<file path="src/rtl/loss_seq.sv">
`default_nettype none
// ============================================================================
// Module   : loss_seq
// Function : Sequences the output-layer loss/delta datapath over all neurons,
//            writes each delta to the delta buffer and sums the deltas.
// Revision : 1.0
// ============================================================================
module loss_seq #(
    parameter int N_OUT  = 10,
    parameter int ADDR_W = 4,
    parameter int RD_LAT = 1,
    parameter int LG_LAT = 1,
    parameter int SUM_W  = 24
) (
    input  logic                clk,
    input  logic                rst,
    input  logic                start,
    input  logic                abort,
    output logic                rd_en,
    output logic [ADDR_W-1:0]   rd_addr,
    input  logic [7:0]          t_in,
    input  logic [11:0]         y_in,
    output logic [7:0]          lg_t,
    output logic [11:0]         lg_y,
    input  logic [15:0]         ph_in,
    output logic                wr_en,
    output logic [ADDR_W-1:0]   wr_addr,
    output logic [15:0]         wr_data,
    output logic [SUM_W-1:0]    loss_sum,
    output logic                busy,
    output logic                done
);

    localparam int                c_lat  = RD_LAT + LG_LAT;
    localparam logic [ADDR_W-1:0] c_last = ADDR_W'(N_OUT - 1);

    typedef enum logic [1:0] {
        S_IDLE  = 2'd0,
        S_ISSUE = 2'd1,
        S_DRAIN = 2'd2,
        S_DONE  = 2'd3
    } state_t;

    state_t                  r_state;
    state_t                  w_state_nxt;
    logic [c_lat-1:0]        r_vld;
    logic [ADDR_W-1:0]       r_tag [c_lat];
    logic [ADDR_W-1:0]       r_rd_addr;
    logic signed [SUM_W-1:0] r_sum;
    logic                    w_rd_en;
    logic                    w_wr_en;
    logic                    w_last_wr;
    logic                    w_launch;

    assign w_wr_en   = r_vld[c_lat-1];
    assign w_last_wr = w_wr_en && (r_tag[c_lat-1] == c_last);
    assign w_launch  = (r_state == S_IDLE) && start && !abort;

    always_ff @(posedge clk or posedge rst) begin
        if (rst) begin
            r_state <= S_IDLE;
        end else begin
            r_state <= w_state_nxt;
        end
    end

    always_comb begin
        w_state_nxt = r_state;
        w_rd_en     = 1'b0;
        case (r_state)
            S_IDLE: begin
                if (start) begin
                    w_state_nxt = S_ISSUE;
                end
            end
            S_ISSUE: begin
                w_rd_en = 1'b1;
                if (r_rd_addr == c_last) begin
                    w_state_nxt = S_DRAIN;
                end
            end
            S_DRAIN: begin
                if (w_last_wr) begin
                    w_state_nxt = S_DONE;
                end
            end
            S_DONE: begin
                w_state_nxt = S_IDLE;
            end
            default: begin
                w_state_nxt = S_IDLE;
            end
        endcase
        if (abort) begin
            w_state_nxt = S_IDLE;
        end
    end

    // Read index stops on the last neuron so rd_addr holds it after ISSUE.
    always_ff @(posedge clk or posedge rst) begin
        if (rst) begin
            r_rd_addr <= '0;
        end else if (w_launch) begin
            r_rd_addr <= '0;
        end else if ((r_state == S_ISSUE) && !abort && (r_rd_addr != c_last)) begin
            r_rd_addr <= r_rd_addr + 1'b1;
        end
    end

    // Valid/index pipeline; tags advance only with a valid so wr_addr holds.
    always_ff @(posedge clk or posedge rst) begin
        if (rst) begin
            r_vld <= '0;
            for (int i = 0; i < c_lat; i++) begin
                r_tag[i] <= '0;
            end
        end else if (abort) begin
            r_vld <= '0;
        end else begin
            r_vld[0] <= w_rd_en;
            if (w_rd_en) begin
                r_tag[0] <= r_rd_addr;
            end
            for (int i = 1; i < c_lat; i++) begin
                r_vld[i] <= r_vld[i-1];
                if (r_vld[i-1]) begin
                    r_tag[i] <= r_tag[i-1];
                end
            end
        end
    end

    // A write landing in the abort cycle still counts toward the partial sum.
    always_ff @(posedge clk or posedge rst) begin
        if (rst) begin
            r_sum <= '0;
        end else if (w_launch) begin
            r_sum <= '0;
        end else if (w_wr_en) begin
            r_sum <= r_sum + SUM_W'($signed(ph_in));
        end
    end

    assign rd_en    = w_rd_en;
    assign rd_addr  = r_rd_addr;
    assign lg_t     = t_in;
    assign lg_y     = y_in;
    assign wr_en    = w_wr_en;
    assign wr_addr  = r_tag[c_lat-1];
    assign wr_data  = ph_in;
    assign loss_sum = r_sum;
    assign busy     = (r_state != S_IDLE);
    assign done     = (r_state == S_DONE);

endmodule
`default_nettype wire
</file>
<file path="config.mk">
export PLATFORM = sky130hd
export DESIGN_NAME = loss_seq
export DESIGN_NICKNAME = d
export VERILOG_FILES = /design/src/rtl/loss_seq.sv
export SDC_FILE = /design/constraint.sdc
export NUM_CORES = 1
export LEC_CHECK = 0
export CAP_MARGIN = 15
export CORE_MARGIN = 3
export CORE_UTILIZATION = 30
export DETAILED_ROUTE_END_ITERATION = 7
export GPL_TIMING_DRIVEN = 0
export SYNTH_ARGS = -nofsm -noshare
export SYNTH_HDL_FRONTEND = slang
export SYNTH_SLANG_ARGS = --single-unit
</file>
<file path="constraint.sdc">
create_clock -name clk -period 6.05 [get_ports clk]
set_clock_uncertainty 0.1 [all_clocks]
set_input_delay 1.815 -clock clk [delete_from_list [all_inputs] [get_ports clk]]
set_output_delay 1.815 -clock clk [all_outputs]
set_load 0.02 [all_outputs]
</file>
==> reports/metrics.yaml <==
final_cell_mix: "91 x clkdlybuf4s50_1, 40 x buf_4, 40 x dfrtp_1"
dp_slack_ns: 0.685
die_w_um: 109
post_cts_buffers: 0
async_reset_ff_share_pct: 100
layout_min_cycle_time_ns: 5.36
final_max_slew_viol_count: 0
num_rows: 36
synth.largest_area_cell: "dfrtp_1"
final-hold-violation-count: 0
grt_util_all_layers_pct: 13.8
clock_power_share_pct: 13.6
routabilityCongestion: 0.863
syn_area_per_cell_um2: 9.26
ys_seq_elements: 40
p_comb_share_pct: 60.3
fin_util_pct: 43.8
yosysUniqueCellTypes: 54
areaGrowthSynthToFinish_pct: 38.3
p_per_area_nw_per_um2: 390
remaining_drc_errors: 0
leakage_nw: 1.96
path_clk_slew_ns: 0.09
drt_iter0_drc: 88
start_util_pct: 31.7
reg2regPathDepth: 9
critPathKind: "in -> out"
hold_depth: 1
num_vias: 2802
yosysSeqAreaShare_pct: 31.6
hold_path.class: "reg -> reg"
yosysTopAreaCellShare_pct: 31.6
syn_area_um2: 3170
diodes: 0
cts_tree: "yes"
fillCellCount: 1000
grt_pass1_vias: 2781
outcome: "finished, final reports clean"
min_period_over_period_pct: 88.5
clk_path_buf_depth: 2
max_slew_margin_pct: 47.8
synth_edf_count: 0
cts_hold_buffers: 0
clk_latency_ns: 0.30
grt_pass1_wl_um: 13200
hold_slack_ns: 0.419
r2r-end: "loss_sum[22]"
drive_gt1_share_pct: 15.4
worstPathMaxFanout: 13
power_frac_seq_pct: 26.1
io_buffer_count: 91
ys_dominant_reg_cell: "dfrtp_1"
numCtsBuffers: 5
p_int_mw: 0.972
multi_input_area_um2: 1780
cts_resized: 0
vdd_drop_max_v: 0.000165
required_ns: 4.14
synthTopCellsByArea: "dfrtp_1 32%, ha_1 12%, buf_4 9.5%"
seqCellArea_um2: 1000
crit_path_start_kind: "input port"
layout.nets: 512
netlist_instances: 342
grt-ovfl-total: 0
wl_um: 7980
final_cells: 575
dp_hpwl_um: 6090
fin_setup_tns_ns: 0
timing.final.ws_setup_ns: 0.694
p_sw_share_pct: 43.2
die_area_um2: 11800
cp.arrival_ns: 3.44
via_per_inst: 4.87
core_um2: 10000
power.switching_mw: 0.738
antenna_found_initial: 0
rsz0062_at_grt: "no"
synth_warnings: 0
tightest_slew_ns: 0.783
rrSetupSlack_ns: 3.19
setup_viol: 0
num_io_pins: 112
syn-num-nets: 413
maxCapViolations: 0
critPathCaptureType: "primary output"
post-place-cells: 567
min_from: "r_tag[4]"
whs_endpoint: "r_tag[4]"
routedWlPerCell_um: 13.9
max_freq_mhz: 187
dr.pass1.iters: 4
layout_commonest_cell: "clkdlybuf4s50_1"
cts_sinks: 40
antenna_left: 0
fp.dieH_um: 109
htreeDepth: 2
timing.rr.start: "loss_sum[0]"
clockRootBuffer: "clkbuf_8"
grt_max_degree: 41
-- critical path: stages --
cell and delay [ns]:
clkdlybuf4s50_1 0.83, buf_4 0.20, clkdlybuf4s50_1 0.59
-- through the flow --
stage | total power [mW] | cell area, um^2
after CTS | 1.73 | 4380
after detailed placement | 1.48 | 4270
final | 1.71 | 4380
after global routing | 1.86 | 4380
after global placement | 1.47 | 4250
after floorplan | 1.13 | 3170
-- logic make-up after synthesis --
| group | Yosys count | synth area share (%) |
|---|---|---|
| compound gates | 82 | 17.1 |
| xor+xnor | 16 | 4.42 |
| fa+ha+maj | 31 | 12.5 |
| buf+inv | 58 | 12.3 |
| flops | 40 | 31.6 |
| mux | 23 | 7.58 |
| simple gates | 92 | 14.5 |
-- cells in the mapped netlist (all sizes together), types with 3 or more instances --
library cell and n:
buf 42, dfrtp 40, ha 30, nor2 30, a21oi 24, o21ai 23, nand2 18, mux2i 15
nand3 10, xor2 9, clkbuf 8, inv 8, mux2 8, a21o 7, xnor2 7, nand4 6
nor3 5, o21a 5, and3 4, a311oi 3, nand4b 3, nor4b 3, o211ai 3
-- flip-flops by register name, summed over array words and instances, names as in the netlist --
name and count:
rd_addr 4, wr_addr 4, r_vld 2, r_state 2, r_tag 4, loss_sum 24
-- final cells by class --
class,instances,share of cell area (%)
flip-flops and latches,40,22.9
plain buffers,50,8.20
well taps,133,3.80
inverters,8,0.686
repair buffers,92,21.3
clock inverters,3,1.06
clock buffers,5,1.57
multi-input cells,244,40.6
-- how the worst max path moves through the flow --
stage / from / end / slack (ns) / cells past startpoint
6_report: ph_in[15] / wr_data[15] / 0.69 / 3
3_3_place_gp: ph_in[15] / wr_data[15] / 0.69 / 3
3_5_place_dp: ph_in[15] / wr_data[15] / 0.69 / 3
5_1_grt: ph_in[15] / wr_data[15] / 0.61 / 3
4_1_cts: ph_in[15] / wr_data[15] / 0.68 / 3
2_1_floorplan: ph_in[0] / loss_sum[22] / 2.02 / 9
-- power groups by stage --
stage	clock, mW	combinational [mW]	sequential [mW]
6_report	0.233	1.03	0.446
2_1_floorplan	0	0.617	0.515
3_5_place_dp	0	1.03	0.452
4_1_cts	0.243	1.04	0.448
5_1_grt	0.252	1.14	0.462
3_3_place_gp	0	1.01	0.451
-- per-layer routing --
metal / part of all wire [%] / wire length [um] / track usage (%) / vias to the layer above
met4: 0.43 / 34 / 2.71 / 0
met1: 46 / 3640 / 18.4 / 1296
met3: 7.3 / 582 / 3.26 / 4
met2: 47 / 3720 / 23.0 / 98
li1: - / - / - / 1404
met5: 0 / 0 / 0 / -
No activity file was read; power rests on OpenSTA's default activity.
